**src/rtl/unpack_cit_poly_decompress_pkg.sv**
```systemverilog
// Shared constants and state encoding for the ciphertext v-polynomial unpacker.
// D_BITS=3 fixes the packing at 8 coefficients per 3 bytes.
package unpack_cit_poly_decompress_pkg;

  localparam int KYBER_N          = 256;
  localparam int KYBER_Q          = 3329;
  localparam int D_BITS           = 3;
  localparam int COEFF_W          = 12;
  localparam int BYTES_PER_GROUP  = 3;
  localparam int COEFFS_PER_GROUP = 8;

  typedef enum logic [1:0] {
    IDLE = 2'd0,
    LOAD = 2'd1,
    EMIT = 2'd2,
    DONE = 2'd3
  } state_t;

endpackage

```
**src/rtl/unpack_cit_poly_decompress_if.sv**
```systemverilog
// Byte-in / coefficient-out handshake bundle for the unpacker.
// The slave side is the unpacker; the master side is the surrounding datapath.
interface unpack_cit_poly_decompress_if;
  import unpack_cit_poly_decompress_pkg::*;

  logic               i_Start;
  logic [7:0]         i_Byte;
  logic               i_Byte_Valid;
  logic               o_Byte_Ready;
  logic [COEFF_W-1:0] o_Coeff;
  logic [7:0]         o_Coeff_Idx;
  logic               o_Coeff_Valid;
  logic               i_Coeff_Ready;
  logic               o_Busy;
  logic               o_Done;

  modport slave (
    input  i_Start, i_Byte, i_Byte_Valid, i_Coeff_Ready,
    output o_Byte_Ready, o_Coeff, o_Coeff_Idx, o_Coeff_Valid, o_Busy, o_Done
  );

  modport master (
    output i_Start, i_Byte, i_Byte_Valid, i_Coeff_Ready,
    input  o_Byte_Ready, o_Coeff, o_Coeff_Idx, o_Coeff_Valid, o_Busy, o_Done
  );

endinterface

```
**src/rtl/unpack_cit_poly_decompress_decompress_d3.sv**
```systemverilog
// Combinational 3-bit to 12-bit decompression: round(x * Q / 8) computed as (x*Q + 4) >> 3.
// The worst case 7*3329+4 = 23307 fits the 15-bit intermediate.
module decompress_d3
  import unpack_cit_poly_decompress_pkg::*;
(
  input  logic [D_BITS-1:0]  x_i,
  output logic [COEFF_W-1:0] coeff_o
);

  logic [14:0] scaled;

  assign scaled  = 15'(x_i) * 15'(KYBER_Q) + 15'd4;
  assign coeff_o = COEFF_W'(scaled >> D_BITS);

endmodule

```
**src/rtl/unpack_cit_poly_decompress.sv**
```systemverilog
// Unpacks 3-byte groups of 3-bit compressed ciphertext coefficients and emits one
// decompressed 12-bit coefficient per handshake, KYBER_N coefficients per polynomial.
module unpack_cit_poly_decompress
  import unpack_cit_poly_decompress_pkg::*;
(
  input  logic                         i_Clk,
  input  logic                         i_Rst_n,
  unpack_cit_poly_decompress_if.slave  bus
);

  state_t             state_q;
  logic [1:0]         byteCnt_q;
  logic [2:0]         subIdx_q;
  logic [7:0]         coeffCnt_q;
  logic [23:0]        buf_q;
  logic [COEFF_W-1:0] coeff_q;
  logic               coeffValid_q;
  logic               byteReady_q;
  logic               busy_q;
  logic               done_q;

  logic [2:0]         subIdx_d;
  logic [D_BITS-1:0]  selX_d;
  logic [COEFF_W-1:0] coeff_d;
  logic               byteFire;
  logic               coeffFire;
  logic               lastCoeff;

  assign byteFire  = bus.i_Byte_Valid & byteReady_q;
  assign coeffFire = coeffValid_q & bus.i_Coeff_Ready;
  assign lastCoeff = (coeffCnt_q == 8'(KYBER_N - 1));

  // Select the field that becomes the next presented coefficient: field 0 when the
  // group completes loading, otherwise the one after the field currently on the output.
  always_comb begin
    subIdx_d = (state_q == EMIT) ? subIdx_q + 3'd1 : 3'd0;
    selX_d   = buf_q[D_BITS-1:0];
    for (int k = 0; k < COEFFS_PER_GROUP; k++) begin
      if (subIdx_d == 3'(k)) begin
        selX_d = buf_q[D_BITS*k +: D_BITS];
      end
    end
  end

  decompress_d3 u_decompress (
    .x_i     (selX_d),
    .coeff_o (coeff_d)
  );

  // Field 0 comes from byte 0, so it is already in buf_q when the third byte arrives.
  always_ff @(posedge i_Clk or negedge i_Rst_n) begin
    if (!i_Rst_n) begin
      state_q      <= IDLE;
      byteCnt_q    <= 2'd0;
      subIdx_q     <= 3'd0;
      coeffCnt_q   <= 8'd0;
      buf_q        <= 24'd0;
      coeff_q      <= '0;
      coeffValid_q <= 1'b0;
      byteReady_q  <= 1'b0;
      busy_q       <= 1'b0;
      done_q       <= 1'b0;
    end else begin
      case (state_q)
        IDLE: begin
          if (bus.i_Start) begin
            state_q     <= LOAD;
            busy_q      <= 1'b1;
            byteReady_q <= 1'b1;
            byteCnt_q   <= 2'd0;
            coeffCnt_q  <= 8'd0;
          end
        end

        LOAD: begin
          if (byteFire) begin
            case (byteCnt_q)
              2'd0:    buf_q[7:0]   <= bus.i_Byte;
              2'd1:    buf_q[15:8]  <= bus.i_Byte;
              default: buf_q[23:16] <= bus.i_Byte;
            endcase
            if (byteCnt_q == 2'(BYTES_PER_GROUP - 1)) begin
              byteCnt_q    <= 2'd0;
              byteReady_q  <= 1'b0;
              state_q      <= EMIT;
              subIdx_q     <= 3'd0;
              coeff_q      <= coeff_d;
              coeffValid_q <= 1'b1;
            end else begin
              byteCnt_q <= byteCnt_q + 2'd1;
            end
          end
        end

        EMIT: begin
          if (coeffFire) begin
            coeffCnt_q <= coeffCnt_q + 8'd1;
            if (subIdx_q == 3'(COEFFS_PER_GROUP - 1)) begin
              coeffValid_q <= 1'b0;
              if (lastCoeff) begin
                state_q <= DONE;
                busy_q  <= 1'b0;
                done_q  <= 1'b1;
              end else begin
                state_q     <= LOAD;
                byteReady_q <= 1'b1;
              end
            end else begin
              subIdx_q <= subIdx_d;
              coeff_q  <= coeff_d;
            end
          end
        end

        DONE: begin
          done_q  <= 1'b0;
          state_q <= IDLE;
        end

        default: state_q <= IDLE;
      endcase
    end
  end

  assign bus.o_Byte_Ready  = byteReady_q;
  assign bus.o_Coeff       = coeff_q;
  assign bus.o_Coeff_Idx   = coeffCnt_q;
  assign bus.o_Coeff_Valid = coeffValid_q;
  assign bus.o_Busy        = busy_q;
  assign bus.o_Done        = done_q;

endmodule

```
**src/flat_wrapper.sv**
```systemverilog
// flat-port wrapper written by rule: the top's interface ports become plain ports
module unpack_cit_poly_decompress_flat import unpack_cit_poly_decompress_pkg::*;
  (i_Clk, i_Rst_n, bus_i_Start, bus_i_Byte, bus_i_Byte_Valid, bus_i_Coeff_Ready, bus_o_Byte_Ready, bus_o_Coeff, bus_o_Coeff_Idx, bus_o_Coeff_Valid, bus_o_Busy, bus_o_Done);
  unpack_cit_poly_decompress_if bus_i ();
  input  logic i_Clk;
  input  logic i_Rst_n;
  input wire logic [$bits(bus_i.i_Start)-1:0] bus_i_Start;
  input wire logic [$bits(bus_i.i_Byte)-1:0] bus_i_Byte;
  input wire logic [$bits(bus_i.i_Byte_Valid)-1:0] bus_i_Byte_Valid;
  input wire logic [$bits(bus_i.i_Coeff_Ready)-1:0] bus_i_Coeff_Ready;
  output wire logic [$bits(bus_i.o_Byte_Ready)-1:0] bus_o_Byte_Ready;
  output wire logic [$bits(bus_i.o_Coeff)-1:0] bus_o_Coeff;
  output wire logic [$bits(bus_i.o_Coeff_Idx)-1:0] bus_o_Coeff_Idx;
  output wire logic [$bits(bus_i.o_Coeff_Valid)-1:0] bus_o_Coeff_Valid;
  output wire logic [$bits(bus_i.o_Busy)-1:0] bus_o_Busy;
  output wire logic [$bits(bus_i.o_Done)-1:0] bus_o_Done;
  assign bus_i.i_Start = bus_i_Start;
  assign bus_i.i_Byte = bus_i_Byte;
  assign bus_i.i_Byte_Valid = bus_i_Byte_Valid;
  assign bus_i.i_Coeff_Ready = bus_i_Coeff_Ready;
  assign bus_o_Byte_Ready = bus_i.o_Byte_Ready;
  assign bus_o_Coeff = bus_i.o_Coeff;
  assign bus_o_Coeff_Idx = bus_i.o_Coeff_Idx;
  assign bus_o_Coeff_Valid = bus_i.o_Coeff_Valid;
  assign bus_o_Busy = bus_i.o_Busy;
  assign bus_o_Done = bus_i.o_Done;
  unpack_cit_poly_decompress u_core (.i_Clk(i_Clk), .i_Rst_n(i_Rst_n), .bus(bus_i));
endmodule
```
**config.mk**
```make
export PLATFORM = sky130hd
export DESIGN_NAME = unpack_cit_poly_decompress_flat
export DESIGN_NICKNAME = d
export VERILOG_FILES = /design/src/rtl/unpack_cit_poly_decompress_pkg.sv /design/src/rtl/unpack_cit_poly_decompress_if.sv /design/src/rtl/unpack_cit_poly_decompress_decompress_d3.sv /design/src/rtl/unpack_cit_poly_decompress.sv /design/src/flat_wrapper.sv
export SDC_FILE = /design/constraint.sdc
export NUM_CORES = 1
export LEC_CHECK = 0
export CAP_MARGIN = 5
export CORE_UTILIZATION = 35
export CTS_CLUSTER_SIZE = 28
export DETAILED_ROUTE_END_ITERATION = 10
export SYNTH_ARGS = -nofsm -noshare
export SYNTH_HDL_FRONTEND = slang
export SYNTH_SLANG_ARGS = --single-unit
export TNS_END_PERCENT = 5
```
**constraint.sdc**
```tcl
create_clock -name i_Clk -period 8.3 [get_ports i_Clk]
set_input_delay 1.66 -clock i_Clk [delete_from_list [all_inputs] [get_ports i_Clk]]
set_output_delay 1.66 -clock i_Clk [all_outputs]
set_load 0.03 [all_outputs]
```
Word-level counts from Yosys, hierarchy flattened
Index checks and enable logic that the tools add are counted.
W data, S select, Z words.
{ "op_classes": {"add_sub_neg": 4, "mul": 1, "n_eq_ne": 22, "muxes": 52, "bitwise_logic": 3, "n_reduce_logical": 19} }
{ "ops": {"columns": ["operator", "n"], "rows": [
  ["$mux W12", 4],
  ["$mux W3", 12],
  ["$pmux W12 S2", 1],
  ["$reduce_and A5 Y1", 4],
  ["$mux W2", 9],
  ["$mux W1", 16],
  ["$mux W8", 2],
  ["$pmux W8 S2", 1],
  ["$add A15 B3 Y15 const B", 1],
  ["$eq A3 B3 Y1 const B", 5],
  ["$mul A3 B12 Y15 const B", 1],
  ["$reduce_and A3 Y1", 5],
  ["$add A8 B1 Y8 const B", 1],
  ["$eq A8 B8 Y1 const B", 1],
  ["$ne A2 B1 Y1 const B", 4],
  ["$ne A2 B2 Y1 const B", 4],
  ["$pmux W2 S4", 1],
  ["$reduce_bool A2 Y1", 4],
  ["$reduce_and A7 Y1", 1],
  ["$eq A2 B2 Y1 const B", 3],
  ["$eq A3 B2 Y1 const B", 2],
  ["$pmux W1 S2", 3],
  ["$pmux W3 S2", 1],
  ["$eq A2 B1 Y1 const B", 2],
  ["11 further kinds", 13]
]} }
{ "totals": {"register_bits": 55, "inputBits": 13, "output_inout_bits": 24} }

Longest topological paths before layout
Gate-level depths: netlist of the first run.
{ "logic_depth": {"depth_word": 15, "depth_mapped": 16, "depth_no_buf": 14} }

By module
A second synthesis of the first run with hierarchy kept.
{ "unflattened": {"cells_unflattened": 248, "area_unflattened_um2": 2917.8} }
{ "modules_own_cells": {"columns": ["mod", "n_inst", "cells_per_inst", "area_each_um2", "seq_area_each_um2"], "rows": [
  ["unpack_cit_poly_decompress", 1, 225, 2722.6, 1376.3],
  ["decompress_d3", 1, 23, 195.2, 0.0]
]} }

Least setup slack after synthesis of the first run
OpenSTA, ideal clock, no wires.
{ "synth_path": {"path_kind": "flip-flop to flip-flop", "start": "register u_core.subIdx_q[0]", "end": "register u_core.coeff_q[11] (netlist: u_core.bus.o_Coeff[11])", "setup_time_ps": 83, "arrival_time_ps": 3094, "t_required_ps": 8217, "path_slack_ps": 5124, "stages_incl_launch_ff": 17, "path_buffers": 2, "path_cell_list": "dfrtp_1 -> ha_1 -> buf_4 -> buf_2 -> nand3_1 -> o21ai_0 -> a22o_1 -> a22oi_1 -> o22a_2 -> inv_1 -> ha_1 -> ha_1 -> ha_1 -> inv_1 -> fa_1 -> xor2_1 -> o21ai_0"} }
{ "synth_between": {"elab_chain_len": 15} }
{ "synth_lines": {"columns": ["element", "line_no", "rtl"], "rows": [
  ["from (decl)", "unpack_cit_poly_decompress.sv:13", "logic [2:0] subIdx_q;"],
  ["from (signal assigned)", "unpack_cit_poly_decompress.sv:109", "subIdx_q <= subIdx_d;"],
  ["$add A3 B1 Y3", "unpack_cit_poly_decompress.sv:36", "subIdx_d = (state_q == EMIT) ? subIdx_q + 3'd1 : 3'd0;"],
  ["$mux W3", "unpack_cit_poly_decompress.sv:36", null],
  ["$eq A3 B1 Y1", "unpack_cit_poly_decompress.sv:39", "if (subIdx_d == 3'(k)) begin"],
  ["$mux W3 (7 in series)", "unpack_cit_poly_decompress.sv:39", null],
  ["$mul A3 B12 Y15", "unpack_cit_poly_decompress_decompress_d3.sv:12", "assign scaled = 15'(x_i) * 15'(KYBER_Q) + 15'd4;"],
  ["$add A15 B3 Y15", "unpack_cit_poly_decompress_decompress_d3.sv:12", null],
  ["$mux W12 (on tied branches)", "unpack_cit_poly_decompress.sv:98, unpack_cit_poly_decompress.sv:82", null],
  ["$mux W12 (on tied branches)", "unpack_cit_poly_decompress.sv:96, unpack_cit_poly_decompress.sv:76", null],
  ["$pmux W12 S2", "unpack_cit_poly_decompress.sv:64", "case (state_q)"],
  ["to (signal assigned)", "unpack_cit_poly_decompress.sv:87", "coeff_q <= coeff_d;"],
  ["to (signal assigned)", "unpack_cit_poly_decompress.sv:110", "coeff_q <= coeff_d;"],
  ["to (decl)", "unpack_cit_poly_decompress.sv:16", "logic [COEFF_W-1:0] coeff_q;"]
]} }
Several ways; a longest one is shown, not always the timed one. The select of a mux whose other input is x is not followed.
A chain may end at the register's enable or synchronous reset.

Final worst setup path of the first run
Ends and elaborated chain as after synthesis.

==> impl_summary.log, run 1 <==
[metrics] Ys Warns: 0
[metrics] ratio of cells with drive above 1 in the final layout: 0.1926
[metrics] number of cells after detailed placement: 362
[metrics] vias in the first global route: 1779
[metrics] synthesized area: 2665 sq um
[metrics] result of the run: finished clean
[metrics] Required @ worst endpoint: 8530 ps
[metrics] CP endpoint kind: flop
[metrics] f_max: 0.2567 GHz
[metrics] Root Driver: clkbuf_8
[metrics] final count of negative-setup-slack endpoints: 0
[metrics] Final Max Tran Viols: 0
[metrics] detailed-route via count: 1893
[metrics] Relative slew margins: 0.5733
[metrics] most common library cell in the layout ignoring fill and taps: dfrtp_1
[metrics] postcts setup bufs: 0
[metrics] power density over the cells: 248.3 nW/um^2
[metrics] Final ANT Viol Nets: 0
[metrics] Syn Area/Cell: 11.10 sq um
[metrics] count of cell types in the netlist: 56
[metrics] Layout Area Growth over Synthesis: 17.93%
[metrics] H-Tree Depth: 2
[metrics] pin slew with the least headroom to its limit: 640.1 ps
[metrics] routed vias/inst: 5.130
[metrics] wire length per cell after detailed routing: 13.68 um
[metrics] antenna violations before repair: 0
[metrics] top fanout value on the critical path: 20
[metrics] sink count of the clock tree: 51
[metrics] post-synthesis sequential element count: 51
[metrics] max-cap check violation count: 0
[metrics] largest buffer count on any clock path: 2
[metrics] count of flip-flops with a built-in enable after synthesis: 0
[metrics] total placed instance area: 3037 sq um
[metrics] kind of path behind the tightest hold check: flop to flop
[metrics] final worst setup slack: 4404 ps
[metrics] Global Route Usage Sum: 0.1406
[metrics] Post-DP HPWL: 3.658 mm
[metrics] area of the die: 7967 sq um
[metrics] Buffers on Ports: 32
[metrics] commonest non-fill, non-tap cells in the layout: dfrtp_1, clkdlybuf4s50_1, mux2_2
[metrics] drt drc: 0
[metrics] Clk Latency, worst-skew pair: 310 ps
[metrics] data arrival time at the worst-slack endpoint: 4120 ps
[metrics] crit path kind: flop to flop
[metrics] finished layout cell area: 3143 sq um
[metrics] crit share post-route: 0.4694
[metrics] clock transition time at the flip-flop clock pins of the worst setup and hold paths: 100 ps
[metrics] portion of the post-synthesis area used by sequential elements: 0.4789
[metrics] worst setup slack after placement: 4448 ps
[metrics] global placer's final weighted congestion: 0.8219
[metrics] drt total wl: 5.049 mm
[metrics] Cell Count, Final, Fillers Out: 369
[metrics] total CTS buffers: 5
[metrics] Total Neg Setup Slack: 0 ps
[metrics] antenna cell count: 0
[metrics] number of placement rows: 31
[metrics] Clock Skews: 14.31 ps
[metrics] Final Critical Period: 3896 ps
[metrics] Die Wd: 89.26 um
[metrics] Overflow after GRT: 0
[metrics] RSZ-0062 raised after global routing: false
[metrics] share of synthesized flip-flops with an asynchronous set or reset: 1.000
[metrics] Gates resized, CTS repair: 0
[metrics] floorplan die height: 89.26 um
[metrics] count of pins on the block boundary: 37
[metrics] number of cells produced by synthesis: 240
[metrics] Max rail drop VDD: 0.00009779 V
[metrics] count of hold-fix buffers inserted at cts: 0
[metrics] initial standard-cell utilization of the core: 0.3655
[metrics] post-route worst hold slack: 480.9 ps
[metrics] final hold violation count: 0
[metrics] Critical Path Start Type: flop
[metrics] CTS tree: yes
[metrics] initial drt markers: 77
[metrics] Pre-antenna DRT Iters: 4
[metrics] reported leakage power: 1.367 nW
[metrics] Top FF cell, synth: dfrtp_1
[metrics] maximum number of pins on one net before global-route repair: 52
[metrics] first-pass GRT wire length: 8.597 mm
[metrics] floorplan core area: 7292 sq um
[metrics] number of nets in the layout: 291
state kept, by name, summed over array words and instances, names as in the netlist:
| name | flops |
|---|---|
| u_core.bus.o_Done | 1 |
| u_core.subIdx_q | 3 |
| u_core.state_q | 2 |
| u_core.byteCnt_q | 2 |
| u_core.bus.o_Coeff_Idx | 8 |
| u_core.bus.o_Coeff_Valid | 1 |
| u_core.bus.o_Busy | 1 |
| u_core.bus.o_Coeff | 8 |
| u_core.buf_q | 24 |
| u_core.bus.o_Byte_Ready | 1 |
power breakdown:
part	internal, W	total [W]	switching [W]
clock network	0.0000882	0.000172	0.0000835
registers	0.000306	0.000354	0.0000477
logic	0.000123	0.000255	0.000132
total	0.000517	0.000781	0.000263
cell type report:
cell class	count	area [sq um]
clock buffer	5	68.82
clock inverter	2	37.54
fill	743	4149
inverter	7	26.28
multi-input combinational	172	1287
sequential	51	1276
tap	99	123.9
timing repair buffer	33	322.8
path summary, 6_finish.rpt:
check,start,endpoint,slack [ps],cells after the start
worst max-delay path,u_core.subIdx_q[0]$_DFFE_PN0P_,u_core.bus.o_Coeff[11]$_DFFE_PN0P_,4400,12
worst min-delay path,u_core.bus.o_Coeff[5]$_DFFE_PN0P_,u_core.bus.o_Coeff[5]$_DFFE_PN0P_,480,2
worst max register to register,u_core.subIdx_q[0]$_DFFE_PN0P_,u_core.bus.o_Coeff[11]$_DFFE_PN0P_,4400,12
worst min register to register,u_core.bus.o_Coeff[5]$_DFFE_PN0P_,u_core.bus.o_Coeff[5]$_DFFE_PN0P_,480,2
max in group asynchronous,i_Rst_n,u_core.subIdx_q[1]$_DFFE_PN0P_,6410,2
min in group asynchronous,i_Rst_n,u_core.bus.o_Coeff_Idx[6]$_DFFE_PN0P_,1430,2
cell families (layout without fill, tap and decap cells):
logic type | Yosys count | in the layout | share of synthesized area
fa+ha+maj | 8 | 8 | 0.04037
buf+inv | 20 | 47 | 0.04225
other cells | 1 | 4 | 0.001407
compound gates | 52 | 52 | 0.1296
xor+xnor | 7 | 7 | 0.02301
mux | 33 | 33 | 0.1423
simple gates | 68 | 68 | 0.1423
flops | 51 | 51 | 0.4789
metrics by stage:
step	power, W	utilization
2_1_floorplan	0.0005341	-
3_3_place_gp	0.0006146	0.4164
3_5_place_dp	0.0006205	0.4164
4_1_cts	0.0007917	0.4310
5_1_grt	0.0008330	0.4310
6_report	0.0007805	0.4310
cell usage after synthesis, types with 3 or more instances:
cell	n	area share
a21o_1	3	0.0085
a21oi_1	12	0.023
a22o_1	3	0.0099
a22oi_1	3	0.0085
buf_2	3	0.0056
buf_4	7	0.020
dfrtp_1	51	0.48
ha_1	7	0.033
inv_1	7	0.0099
mux2_2	29	0.12
mux2i_1	3	0.011
nand2_1	19	0.027
nand2b_1	5	0.012
nand3_1	4	0.0075
nand3b_1	3	0.0085
nand4_1	3	0.0070
nor2_1	16	0.023
o21ai_0	12	0.023
xor2_1	7	0.023
worst max-delay path: stages (launching register included):
cell,delay [ps]
dfrtp_1,600
ha_1,780
mux2_2,400
a221oi_1,320
a211o_1,160
a21oi_2,90
ha_1,330
ha_1,280
ha_1,140
inv_1,50
fa_1,380
xor2_1,150
o21ai_0,140
per-layer routing:
layer  part of all wire  track usage  vias up
li1                   -            -      913
met1               0.49       0.1926      925
met2               0.46       0.2269       47
met3              0.041      0.02770        8
met4              0.013      0.04040        0
met5                  0            0        -
Note: power is estimated with default switching activity, not from simulation.
==> inputs of run 2 (changes only) <==
==> constraint.sdc (replaced) <==
create_clock -name i_Clk -period 4 [get_ports i_Clk]
set_input_delay 0.8 -clock i_Clk [delete_from_list [all_inputs] [get_ports i_Clk]]
set_output_delay 0.8 -clock i_Clk [all_outputs]
set_load 0.03 [all_outputs]
==> run 2 against run 1 <==
  * Maximum frequency is 14% higher
  * Sequential share of layout area is 0.13 points higher
  * Cell area is 0.32% lower
  * Routed wire length is 6.6% higher
  * Sequential power is 110% higher
  * Global-route usage is 1.4 points higher
  * Clock-buffer cell count is 2 higher
  * Combinational power is 110% higher
  * Clock power is 70% higher
  * Utilization is 0.14 points lower
  * Critical path type unchanged
  * Largest cell class unchanged
==> impl_summary.log, run 2 (synthesized netlist as in run 1, its figures left out) <==
[metrics] Max rail drop VDD: 0.0001591 V
[metrics] most flop-heavy register: u_core.buf_q
[metrics] Die Wd: 89.26 um
[metrics] most common library cell in the layout ignoring fill and taps: dfrtp_1
[metrics] total CTS buffers: 5
[metrics] hold-critical path depth: 1
[metrics] number of cells after detailed placement: 364
[metrics] max FFs per register: 24
[metrics] max-cap check violation count: 0
[metrics] power density over the cells: 500.2 nW/um^2
[metrics] Root Driver: clkbuf_8
[metrics] antenna cell count: 0
[metrics] detailed-route via count: 1903
[metrics] Critical Path Start Type: flop
[metrics] routed vias/inst: 5.116
[metrics] vias in the first global route: 1939
[metrics] area of all sequential standard cells: 1276 sq um
[metrics] count of hold-fix buffers inserted at cts: 0
[metrics] antenna violations before repair: 0
[metrics] net switching power of the design: 0.0005538 W
[metrics] H-Tree Depth: 2
[metrics] Post-DP HPWL: 3.920 mm
[metrics] RSZ-0062 raised after global routing: false
[metrics] Hold Path Origin: u_core.bus.o_Busy$_DFFE_PN0P_
[metrics] count of pins on the block boundary: 37
[metrics] drt total wl: 5.384 mm
[metrics] Pre-antenna DRT Iters: 4
[metrics] ratio of cells with drive above 1 in the final layout: 0.1941
[metrics] CP endpoint kind: flop
[metrics] top fanout value on the critical path: 10
[metrics] final hold violation count: 0
[metrics] global placer's final weighted congestion: 0.8663
[metrics] maximum number of pins on one net before global-route repair: 28
[metrics] share of total power in the clock network: 0.187
[metrics] sink count of the clock tree: 51
[metrics] crit share post-route: 0.8557
[metrics] floorplan die height: 89.26 um
[metrics] number of fill cells: 728
[metrics] number of placement rows: 31
[metrics] Final Critical Period: 3423 ps
[metrics] clock transition time at the flip-flop clock pins of the worst setup and hold paths: 100 ps
[metrics] final count of negative-setup-slack endpoints: 0
[metrics] Clock Skews: 10.07 ps
[metrics] number of nets in the layout: 293
[metrics] postcts setup bufs: 0
[metrics] first-pass GRT wire length: 9.335 mm
[metrics] Total Neg Setup Slack: 0 ps
[metrics] setup slack, reg-to-reg: 580 ps
[metrics] reported leakage power: 1.370 nW
[metrics] commonest non-fill, non-tap cells in the layout: dfrtp_1, clkdlybuf4s50_1, mux2_2
[metrics] CTS tree: yes
[metrics] post-route worst hold slack: 483.1 ps
[metrics] capturing point of the worst reg2reg path: u_core.bus.o_Coeff[11]$_DFFE_PN0P_
[metrics] Cell Count, Final, Fillers Out: 372
[metrics] depth of the worst register-to-register path: 13
[metrics] largest buffer count on any clock path: 2
[metrics] kind of path behind the tightest hold check: flop to flop
[metrics] pin slew with the least headroom to its limit: 677.6 ps
[metrics] Clk Latency, worst-skew pair: 300 ps
[metrics] floorplan core area: 7292 sq um
[metrics] area of the die: 7967 sq um
[metrics] share of total power in combinational logic: 0.341
[metrics] Layout Area Growth over Synthesis: 17.56%
[metrics] internal cell power: 0.001013 W
[metrics] multi-input combinational cell area: 1287 sq um
[metrics] Relative slew margins: 0.5482
[metrics] Global Route Usage Sum: 0.1541
[metrics] initial standard-cell utilization of the core: 0.3655
[metrics] Final Max Tran Viols: 0
[metrics] Overflow after GRT: 0
[metrics] Final ANT Viol Nets: 0
[metrics] Required @ worst endpoint: 4160 ps
[metrics] power share of the sequential group: 0.472
[metrics] initial drt markers: 77
[metrics] Buffers on Ports: 32
[metrics] drt drc: 0
[metrics] result of the run: finished clean
[metrics] data arrival time at the worst-slack endpoint: 3590 ps
[metrics] Gates resized, CTS repair: 0
[metrics] f_max: 0.2922 GHz
[metrics] wire length per cell after detailed routing: 14.47 um
[metrics] share of total power consumed by net switching: 0.3534
[metrics] Hold Path Sink: u_core.bus.o_Busy$_DFFE_PN0P_
[metrics] crit path kind: flop to flop
[metrics] beginning of the worst register-to-register path: u_core.subIdx_q[0]$_DFFE_PN0P_
-- run 2: cell count changes in the layout (fill, tap and decap cells not counted), sizes merged --
cell and delta:
buf +2, clkinvlp -1, clkinv +1, bufinv -1, clkbuf +2
-- run 2: final cells by class --
cell class                 instances  share of cell area
inverter                           7            0.008387
tap                               99             0.03954
clock inverter                     1            0.001597
timing repair buffer              35              0.1078
clock buffer                       7             0.02436
multi-input combinational        172              0.4109
sequential                        51              0.4073
-- run 2: worst max-delay path by stage --
stage / from / to / slack [ps] / cells after the start
2_1_floorplan: u_core.subIdx_q[0]$_DFFE_PN0P_ / u_core.bus.o_Coeff[11]$_DFFE_PN0P_ / 820 / 16
3_3_place_gp: u_core.subIdx_q[0]$_DFFE_PN0P_ / u_core.bus.o_Coeff[11]$_DFFE_PN0P_ / 710 / 13
3_5_place_dp: u_core.subIdx_q[0]$_DFFE_PN0P_ / u_core.bus.o_Coeff[11]$_DFFE_PN0P_ / 590 / 13
4_1_cts: u_core.subIdx_q[0]$_DFFE_PN0P_ / u_core.bus.o_Coeff[11]$_DFFE_PN0P_ / 570 / 13
5_1_grt: u_core.subIdx_q[0]$_DFFE_PN0P_ / u_core.bus.o_Coeff[11]$_DFFE_PN0P_ / 400 / 13
6_report: u_core.subIdx_q[0]$_DFFE_PN0P_ / u_core.bus.o_Coeff[11]$_DFFE_PN0P_ / 580 / 13
-- run 2: worst max-delay path: stages, from the launching register on --
cell and delay, ps:
dfrtp_1 400, ha_1 200, ha_1 400, nor3b_2 320
a21oi_1 110, a211o_1 250, a21oi_2 260, ha_1 280
ha_1 280, ha_1 130, inv_1 50, fa_1 370
xor2_1 150, o21ai_0 80
-- run 2: layer usage --
layer,share of wire,global-route usage,wire (um),vias to the layer above
li1,-,-,-,916
met3,0.036,0.03509,192,8
met4,0.020,0.05195,106,0
met1,0.48,0.2023,2571,937
met5,0,0,0,-
met2,0.47,0.2519,2513,42
-- run 2: through the flow --
| stage | worst slack (ps) | total power [W] | util | instance area [sq um] |
|---|---|---|---|---|
| after floorplan | 823.5 | 0.001108 | - | 2676 |
| after global placement | 706.6 | 0.001278 | 0.4185 | 3052 |
| after detailed placement | 587.4 | 0.001292 | 0.4185 | 3052 |
| after CTS | 567.2 | 0.001588 | 0.4297 | 3133 |
| after global routing | 399.6 | 0.001681 | 0.4297 | 3133 |
| final | 577.2 | 0.001567 | 0.4297 | 3133 |
-- run 2: power groups by stage --
stage	Sequential, W	Combinational (W)	Clock [W]
floorplan	0.000787	0.000321	0
global placement	0.000746	0.000532	0
detailed placement	0.000749	0.000543	0
CTS	0.000740	0.000545	0.000303
global route	0.000758	0.000598	0.000325
finish	0.000739	0.000535	0.000293
